[src/rtl/counter_x.sv]
// Three-channel programmable down-counter/timer with a shared control register.
// Channels run in one-shot, periodic-pulse, square-wave or hold mode, gated per channel.
module counter_x (
    input  logic        clk,
    input  logic        rst,
    input  logic        tick0,
    input  logic        tick1,
    input  logic        tick2,
    input  logic        counter_we,
    input  logic [31:0] counter_val,
    input  logic [1:0]  counter_ch,
    output logic        counter0_out,
    output logic        counter1_out,
    output logic        counter2_out,
    output logic [31:0] counter_out
);

    typedef enum logic [1:0] {
        MODE_ONESHOT  = 2'b00,
        MODE_PERIODIC = 2'b01,
        MODE_SQUARE   = 2'b10,
        MODE_HOLD     = 2'b11
    } mode_e;

    localparam logic [1:0] CH_CTRL = 2'b11;

    logic [10:0] ctrl_q;
    logic        ctrl_we;
    logic [2:0]  tick;
    logic [2:0]  out_vec;
    logic [31:0] cnt_vec [3];

    assign tick    = {tick2, tick1, tick0};
    assign ctrl_we = counter_we && (counter_ch == CH_CTRL);

    always_ff @(posedge clk) begin
        // NOTE: sequential state is assigned with <= so every register samples
        // pre-edge values and the order of statements across blocks is irrelevant.
        if (rst) begin
            ctrl_q <= '0;
        end else if (ctrl_we) begin
            ctrl_q <= counter_val[10:0];
        end
    end

    for (genvar i = 0; i < 3; i++) begin : g_ch
        logic [31:0] load_q, load_d;
        logic [31:0] cnt_q, cnt_d;
        logic        out_q, out_d;
        logic        arm_q, arm_d;
        mode_e       mode;
        logic        counting;
        logic        wr;
        logic        mode_chg;

        assign mode     = mode_e'(ctrl_q[2*i +: 2]);
        assign wr       = counter_we && (counter_ch == 2'(i));
        assign mode_chg = ctrl_we && (counter_val[2*i +: 2] != ctrl_q[2*i +: 2]);
        assign counting = tick[i] && ctrl_q[8+i] && arm_q && (mode != MODE_HOLD);

        always_comb begin
            // NOTE: every next-state signal gets a default first, so no path
            // through this block can leave one unassigned and infer a latch.
            load_d = load_q;
            cnt_d  = cnt_q;
            out_d  = out_q;
            arm_d  = arm_q;

            // A periodic pulse lasts exactly one clk, tick or not.
            if (mode == MODE_PERIODIC) begin
                out_d = 1'b0;
            end

            if (counting) begin
                if (cnt_q > 32'd1) begin
                    cnt_d = cnt_q - 32'd1;
                end else if (cnt_q == 32'd1) begin
                    case (mode)
                        MODE_ONESHOT: begin
                            cnt_d = '0;
                            out_d = 1'b1;
                            arm_d = 1'b0;
                        end
                        MODE_PERIODIC: begin
                            cnt_d = load_q;
                            out_d = 1'b1;
                        end
                        MODE_SQUARE: begin
                            cnt_d = load_q;
                            out_d = ~out_q;
                        end
                        default: ;
                    endcase
                end else begin
                    // Never decrement below zero; an empty counter disarms.
                    arm_d = 1'b0;
                end
            end

            if (mode_chg) begin
                out_d = 1'b0;
            end

            // A channel write overrides any tick landing on the same edge.
            if (wr) begin
                load_d = counter_val;
                cnt_d  = counter_val;
                out_d  = 1'b0;
                arm_d  = |counter_val;
            end
        end

        always_ff @(posedge clk) begin
            // NOTE: these registers hold architectural state that software reads
            // back, so they are reset explicitly rather than left undefined.
            if (rst) begin
                load_q <= '0;
                cnt_q  <= '0;
                out_q  <= 1'b0;
                arm_q  <= 1'b0;
            end else begin
                load_q <= load_d;
                cnt_q  <= cnt_d;
                out_q  <= out_d;
                arm_q  <= arm_d;
            end
        end

        assign cnt_vec[i] = cnt_q;
        assign out_vec[i] = out_q;
    end

    assign counter0_out = out_vec[0];
    assign counter1_out = out_vec[1];
    assign counter2_out = out_vec[2];

    always_comb begin
        counter_out = '0;
        case (counter_ch)
            2'b00:   counter_out = cnt_vec[0];
            2'b01:   counter_out = cnt_vec[1];
            2'b10:   counter_out = cnt_vec[2];
            default: counter_out = {21'b0, ctrl_q};
        endcase
    end

endmodule

[config.mk]
export PLATFORM = sky130hd
export DESIGN_NAME = counter_x
export DESIGN_NICKNAME = d
export VERILOG_FILES = /design/src/rtl/counter_x.sv
export SDC_FILE = /design/constraint.sdc
export NUM_CORES = 1
export LEC_CHECK = 0
export CORE_MARGIN = 3
export CORE_UTILIZATION = 45
export DETAILED_ROUTE_END_ITERATION = 6
export SLEW_MARGIN = 0
export SYNTH_ARGS = -nofsm -noshare
export SYNTH_HDL_FRONTEND = slang
export SYNTH_SLANG_ARGS = --single-unit
[constraint.sdc]
create_clock -name clk -period 3.2 [get_ports clk]
set_clock_uncertainty 0.2 [all_clocks]
set_input_delay 0.32 -clock clk [delete_from_list [all_inputs] [get_ports clk]]
set_output_delay 0.32 -clock clk [all_outputs]
set_load 0.01 [all_outputs]
Word-level counts from Yosys, hierarchy flattened
Index checks and enable logic that the tools add are counted.
W data, S select, Z words.
Word-level totals
  register bits after elaboration: 209
  input bits: 40
  output and inout bits: 35
  logic and storage cells: 137
Operators by class
  add/sub/neg operators: 3
  order comparisons: 3
  equal/unequal tests: 24
  multiplexer cells: 46
  bitwise logic cells: 3
  reduce and logical (&&, ||, !) cells: 45
Operators with widths (count)
  $mux W32: 12
  $pmux W32 S2: 3
  $eq A32 B1 Y1 const B: 3
  $gt A32 B1 Y1 const B: 3
  $pmux W32 S3: 1
  $sub A32 B1 Y32 const B: 3
  $reduce_or A32 Y1: 1
  $mux W1: 27
  $reduce_and A3 Y1: 6
  $logic_and A1 B1 Y1: 16
  $ne A2 B2 Y1 const B: 6
  $reduce_bool A4 Y1: 3
  $reduce_or A2 Y1: 6
  $eq A2 B2 Y1 const B: 5
  $ne A3 B2 Y1 const B: 3
  $reduce_bool A3 Y1: 3
  $reduce_or A3 Y1: 3
  $eq A2 B1 Y1 const B: 4
  $logic_not A2 Y1: 4
  $ne A2 B2 Y1: 3
  $pmux W1 S2: 3
  $reduce_bool A2 Y1: 3
  $not A1 Y1: 3

Longest topological paths before layout
Gate-level depths: netlist of run 1.
  word-level depth: 7
  mapped depth: 10
  depth with buffers taken out: 8

Worst setup path after synthesis of run 1
Ideal clock, no wire load.
  kind: reg2reg
  start: register ctrl_q[0]
  end: register g_ch[0].cnt_q[10]
  library setup time: 132 ps
  arrival: 2390 ps
  required time: 2868 ps
  path slack: 478 ps
  stages on the path, launching flop included: 9
  buffers on the path: 1
  clock period less this slack: 2722 ps
  cell sequence: dfxtp_1 inv_1 ha_1 or3b_2 a2111oi_0 nand4_1 nand3_1 clkbuf_1 o32ai_1
On the way
  longest elaborated chain between the ends: 7
  elaborated cells between the ends (all ways): 14
  classes of those cells: eq/ne (3); mux (5); reduce/logical (6)
Ends and longest elaborated chain
  start: declaration: RTL line 27  | logic [10:0] ctrl_q;
  start signal: assignment: RTL line 42  | ctrl_q <= counter_val[10:0];
  $eq A2 B1 Y1 or $eq A2 B2 Y1 (tied branches): RTL line 78  | case (mode)
  $reduce_or A2 Y1 (no source line)
  $pmux W32 S2: RTL line 78
  $mux W32: RTL line 77  | end else if (cnt_q == 32'd1) begin
  $mux W32: RTL line 75  | if (cnt_q > 32'd1) begin
  $mux W32: RTL line 74  | if (counting) begin
  $mux W32: RTL line 105  | if (wr) begin
  end signal: assignment: RTL line 123  | cnt_q <= cnt_d;
  end: declaration: RTL line 48  | logic [31:0] cnt_q, cnt_d;
Several ways; a longest one is shown, not always the timed one. The select of a mux whose other input is x is not followed.
A chain may end at the register's enable or synchronous reset.

Worst setup path after layout of run 1
  start: register g_ch[0].cnt_q[27]
  end: register g_ch[0].cnt_q[6]
On the way
  longest elaborated chain between the ends: 4
  elaborated cells between the ends (all ways): 8
  classes of those cells: order compare (1); eq/ne (1); mux (3); reduce/logical (3)
Ends and longest elaborated chain (RTL line)
  $gt A32 B1 Y1: 75
  $mux W32: 75
  $mux W32: 74
  $mux W32: 105
Several ways; a longest one is shown, not always the timed one. The select of a mux whose other input is x is not followed.

==> flow_summary.json, run 1 <==
{
  "drive_above_1_share_pct": 12.51,
  "grt_max_degree": 163,
  "nNetsFinal": 1725,
  "post-route-drc-count": 0,
  "ys_ff_latch": 209,
  "dr.pass1.iters": 6,
  "dp_hpwl_um": 33600,
  "synth_ff_type": "dfxtp_1",
  "p_seq_share_pct": 16.9,
  "rsz0062_at_grt": "no",
  "crit_path_cell_trace": "or4_1, nor4_1, and4b_2, buf_12, and3_1, a21oi_1, o32ai_1",
  "pwr-share-clk_pct": 14.7,
  "ctsHoldBuffers": 0,
  "synth-seq-area-share_pct": 34.60,
  "multiInputGateArea_um2": 7202,
  "fmax_ghz": 0.3266,
  "fin_crit_ns": 3.062,
  "slew_viol_final": 0,
  "clockBufferDepth": 3,
  "area_growth_pct": 19.67,
  "root_buffer": "clkbuf_16",
  "final.setup.tns_ns": 0,
  "grt_pass1_wl_um": 71880,
  "wl_per_cell_um": 23.32,
  "synth_cells": 1590,
  "drt_wl_total_um": 47160,
  "hold_ws_ns": 0.1377,
  "r2r_end": "g_ch[0].cnt_q[6]",
  "clk_latency_ns": 0.54,
  "p_int_mw": 10.45,
  "io_buffers": 74,
  "dieWidth_um": 169.9,
  "slowest_delay_ns": 0.61,
  "reg2reg_from": "g_ch[0].cnt_q[27]",
  "p_leak_nw": 5.407,
  "peakVddDrop_mv": 1.444,
  "start_util_pct": 46.14,
  "htree_levels": 1,
  "drt-initial-drc-count": 1260,
  "post_cts_buffers": 0,
  "synth_area_leader_cell": "dfxtp_1",
  "synth_most_common_cell": "nand2_1",
  "ys_top_cells_by_count": "nand2_1, dfxtp_1, a21oi_1",
  "hold_class": "primary input to flop",
  "critical_path.slowest_cell": "or4_1",
  "ys_top_cells_by_area": "dfxtp_1, nand2_1, a21oi_1, nor2_1, clkbuf_1",
  "worst_pin_slew_ns": 0.9865,
  "regArea_um2": 4184,
  "cts_inserted_buffers": 26,
  "cp_max_fo": 53,
  "dieArea_um2": 28870,
  "cts.clk_slew.worst_paths_ns": 0.06,
  "arrival_ns": 3.30,
  "grt_pass1_vias": 11840,
  "critPathCaptureType": "flop",
  "power_switching_mw": 10.37,
  "hold_end": "g_ch[2].load_q[29]",
  "ys_types": 72,
  "cts_tree": "built",
  "synth.cell_area_um2": 12090,
  "async_reset_ff_share_pct": 0,
  "globalplace.congestion": 0.9731,
  "min-delay-start": "counter_ch[0]",
  "synth_warnings": 0,
  "regToRegSetupSlack_ns": 0.14,
  "diodes": 0,
  "maxCapViolCount": 0,
  "n_fill_cell": 2511,
  "antenna_found_initial": 0,
  "synth_edf_count": 0,
  "slew_headroom_pct": 33.99,
  "dr_total_vias": 12690,
  "start_kind": "flop",
  "reg2reg_depth": 7,
  "final_util_pct": 55.22,
  "timing.final.crit_share_pct": 95.69,
  "hold_depth": 4,
  "synth.top_cell.area_share_pct": 34.60,
  "core.rowCount": 59,
  "cts.sink_count": 209,
  "overflow": 0,
  "setup_viol": 0,
  "synth_fp_nets": 1648,
  "pre_cts_slack_ns": 0.1752,
  "critPathKind": "flop to flop",
  "via_per_inst": 6.274,
  "combPwrFrac_pct": 68.4,
  "ant_nets": 0,
  "status": "completed",
  "cts_resized": 0,
  "finalWorstSetupSlack_ns": 0.1379,
  "grt_usage_pct": 31.75,
  "core-area_um2": 26210,
  "ios": 75,
  "synth_area_per_cell_um2": 7.605,
  "power_switching_share_pct": 49.81,
  "hold_viol": 0,
  "crit_required_ns": 3.44,
  "die_h_um": 169.9,
  "powerDensity_nw_per_um2": 1439
}
[cell type report]
type                            instances  share of cell area, %
Tap cell                              335                  2.897
Inverter                               36                 0.9339
Timing Repair Buffer                  188                  11.38
Multi-Input combinational cell       1206                  49.77
Clock inverter                         10                 0.7350
Sequential cell                       209                  28.91
Clock buffer                           38                  5.370
[worst max path at each step]
| stage | from | end | slack (ns) | cells after the start |
|---|---|---|---|---|
| after floorplan | ctrl_q[0] | g_ch[0].cnt_q[10] | 0.48 | 8 |
| after global placement | g_ch[1].cnt_q[0] | g_ch[1].cnt_q[28] | 0.09 | 8 |
| after detailed placement | counter_we | g_ch[0].cnt_q[26] | 0.18 | 7 |
| after CTS | g_ch[1].cnt_q[0] | g_ch[1].cnt_q[28] | 0.17 | 8 |
| after global routing | g_ch[0].cnt_q[27] | g_ch[0].cnt_q[6] | 0.03 | 7 |
| final | g_ch[0].cnt_q[27] | g_ch[0].cnt_q[6] | 0.14 | 7 |
[power groups by stage]
stage	clock network, mW	logic (mW)	registers (mW)
2_1_floorplan	0	10.2	3.39
3_3_place_gp	0	13.1	3.54
3_5_place_dp	0	13.1	3.54
4_1_cts	3.07	13.2	3.49
5_1_grt	3.19	16.7	3.64
6_report	3.06	14.2	3.53
[placed cells by master, fill, tap and decap left out, drive strengths merged, types with 6 or more instances in the layout]
cell type      count
clkbuf            38
a32o               8
nor4b              7
clkinv             6
nand2            333
a221o             21
nor4              43
and3              18
a211oi            19
o41ai              7
nor2b              8
a21oi            190
nor3b              6
nand4             21
xnor2             26
a31oi              7
a311oi            35
dfxtp            209
a221oi             7
nor2             112
buf              117
mux4              11
and2               7
clkdlybuf4s50     71
or3               16
inv               37
or4               11
xor2              15
nor3              45
ha                18
o22ai              9
o32ai             38
mux2i             23
nand3             25
o211ai            12
o21ai             46
[per-stage QoR]
step	area, um2	total power, mW	cells
6_report	14470	20.83	2022
5_1_grt	14470	23.54	2022
4_1_cts	14450	19.72	2022
3_5_place_dp	13570	16.64	1974
3_3_place_gp	13570	16.67	1974
2_1_floorplan	12090	13.55	1590
[logic make-up (layout without fill, tap and decap cells)]
family                   after synthesis  in the layout  share of synthesized area, %
AO/OA/AOI/OAI                        431            431                         23.78
XOR/XNOR                              41             41                         2.970
adder cells (fa/ha/maj)               18             18                         1.863
buffers and inverters                175            272                         6.188
flip-flops                           209            209                         34.60
multiplexers                          35             35                         4.046
AND/OR/NAND/NOR                      681            681                         26.55
[layer usage]
layer / part of all wire [%] / global-route usage [%] / up-vias
met5: 0 / 0 / -
met4: 4.5 / 12.56 / 0
met3: 7.0 / 4.019 / 109
met2: 45 / 49.81 / 548
met1: 44 / 44.59 / 6086
li1: - / - / 5943
[registers in the layout (all words and copies together), names as in the netlist]
register	cells
counter2_out	1
ctrl_q	11
counter1_out	1
g_ch.arm_q	3
g_ch.cnt_q	96
g_ch.load_q	96
counter0_out	1
[critical path: cells and delay by family, from the launching register on]
family          cells  cell delay (ns)
compound gates      2             0.28
buf+inv             1             0.26
flops               1             0.39
simple gates        4             1.83
(Power assumes the default switching activity.)
==> run 2, diff against run 1 <==
--- a/config.mk
+++ b/config.mk
@@ -8,6 +8,7 @@
 export CORE_MARGIN = 3
 export CORE_UTILIZATION = 45
 export DETAILED_ROUTE_END_ITERATION = 6
+export DONT_BUFFER_PORTS = 1
 export SLEW_MARGIN = 0
 export SYNTH_ARGS = -nofsm -noshare
 export SYNTH_HDL_FRONTEND = slang
==> run 2 against run 1 <==
The run now ends with design-rule violations left; power shrank 6.0%; global-route usage is 1.1 points higher; sequential power about the same; register-to-register slack about the same; combinational power decreased by 8%; sequential share of layout area up 1.4 points; fmax rose by 0.35%; routed wire length increased by 3.3%; worst hold slack worse by 0.11 ns; critical path depth fell by 1; final area shrank 4.5%; sequential cell count unchanged.
==> flow_summary.json, run 2 (synthesis results as in run 1) <==
{
  "die_h_um": 169.9,
  "cp_num_cells": 6,
  "arrival_ns": 3.27,
  "failed_checks": "design-rule violations",
  "dieArea_um2": 28870,
  "globalplace.congestion": 0.9425,
  "multiInputGateArea_um2": 7186,
  "critPathCaptureType": "flop",
  "regToRegSetupSlack_ns": 0.15,
  "drive_above_1_share_pct": 10.15,
  "critPathKind": "flop to flop",
  "core-area_um2": 26210,
  "setup_viol": 0,
  "drt-initial-drc-count": 1533,
  "drt_wl_total_um": 48720,
  "post_cts_buffers": 0,
  "wl_per_cell_um": 24.92,
  "hold_class": "primary input to flop",
  "start_kind": "flop",
  "fin_crit_ns": 3.051,
  "fmax_ghz": 0.3277,
  "grt_pass1_wl_um": 73440,
  "cts_inserted_buffers": 26,
  "root_buffer": "clkbuf_16",
  "via_per_inst": 6.456,
  "critical_path.slowest_cell": "or4_4",
  "n_fill_cell": 2544,
  "power_switching_share_pct": 50.03,
  "ctsHoldBuffers": 46,
  "cp_max_fo": 35,
  "powerDensity_nw_per_um2": 1417,
  "slew_headroom_pct": 33.98,
  "path_buf_inv": 0,
  "cts_resized": 0,
  "nNetsFinal": 1656,
  "rsz0062_at_grt": "no",
  "dr.pass1.iters": 7,
  "reg2reg_depth": 6,
  "slowest_delay_ns": 0.82,
  "grt_usage_pct": 32.80,
  "antenna_found_initial": 2,
  "timing.final.crit_share_pct": 95.36,
  "p_seq_share_pct": 18.1,
  "peakVddDrop_mv": 1.200,
  "io_buffers": 0,
  "pre_cts_slack_ns": 0.3165,
  "ant_nets": 0,
  "cts.sink_count": 209,
  "grt_max_degree": 154,
  "status": "finished with violations",
  "slew_viol_final": 0,
  "layout_common_cells": "nand2_1, dfxtp_1, a21oi_1",
  "hold_viol": 0,
  "pwr-share-clk_pct": 15.3,
  "dieWidth_um": 169.9,
  "crit_path_cell_trace": "nor4_1, nand4_1, or4_4, a21oi_2, a211oi_1, a221o_1",
  "p_int_mw": 9.786,
  "p_leak_nw": 5.113,
  "maxCapViolCount": 0,
  "post-route-drc-count": 5,
  "min-delay-start": "tick0",
  "start_util_pct": 46.14,
  "regArea_um2": 4184,
  "htree_levels": 1,
  "clk_latency_ns": 0.53,
  "ios": 75,
  "final.setup.tns_ns": 0,
  "cts_tree": "built",
  "cts.clk_slew.worst_paths_ns": 0.06,
  "combPwrFrac_pct": 66.6,
  "critPathTopFamily": "simple AND/OR/NAND/NOR gates",
  "startpoint": "g_ch[2].cnt_q[11]",
  "clockBufferDepth": 3,
  "area_growth_pct": 14.29,
  "overflow": 0,
  "crit_required_ns": 3.42,
  "reg_top3": "g_ch.cnt_q x96, g_ch.load_q x96, ctrl_q x11",
  "grt_pass1_vias": 11610,
  "core.rowCount": 59,
  "hold_depth": 4,
  "dr_total_vias": 12620,
  "final_common_cell": "nand2_1",
  "power_switching_mw": 9.799,
  "finalWorstSetupSlack_ns": 0.1485,
  "dp_hpwl_um": 31750,
  "reg2reg_from": "g_ch[2].cnt_q[11]",
  "worst_pin_slew_ns": 0.9867
}
run 2: area by class of cell:
type                            count  area share [%]
Antenna cell                        4         0.07243
Tap cell                          335           3.033
Multi-Input combinational cell   1206           52.00
Sequential cell                   209           30.28
Clock buffer                       34           5.369
Timing Repair Buffer              119           7.424
Inverter                           36          0.9778
Clock inverter                     12          0.8511
run 2: path summary, 6_finish.rpt:
path / to
worst min register to register: g_ch[1].load_q[11]
worst max-delay path: g_ch[2].cnt_q[13]
worst max register to register: g_ch[2].cnt_q[13]
worst min-delay path: g_ch[0].arm_q
run 2: power by group through the flow:
stage | clock network, mW | registers (mW) | logic [mW]
2_1_floorplan | 0 | 3.39 | 10.2
3_3_place_gp | 0 | 3.62 | 13.4
3_5_place_dp | 0 | 3.65 | 13.9
4_1_cts | 3.03 | 3.59 | 14.1
5_1_grt | 3.14 | 3.59 | 14.1
6_report | 3.00 | 3.55 | 13.0
run 2: worst reg2reg max path, delay by kind of cell, from the launching register on:
family	cells	cell delay [ns]
AND/OR/NAND/NOR	3	1.74
AO/OA/AOI/OAI	3	0.62
flip-flops	1	0.37
run 2: through the flow:
stage               instances  power (mW)  area, um2  utilization, %  hold slack (ns)
finish                   1955       19.59      13820           52.73          0.02892
global route             1953       20.84      13810           52.71          0.03525
CTS                      1951       20.71      13810           52.70         0.001168
detailed placement       1859       17.51      12470           47.59           0.2063
global placement         1859       16.98      12470           47.59           0.2050
floorplan                1590       13.55      12090               -           0.2319
run 2: routing by layer:
| layer | GRT usage [%] | share of wire [%] | vias up |
|---|---|---|---|
| met5 | 0 | 0 | - |
| met4 | 16.19 | 6.2 | 0 |
| met3 | 6.760 | 9.2 | 154 |
| met2 | 50.68 | 44 | 626 |
| met1 | 43.77 | 41 | 6034 |
| li1 | - | - | 5808 |
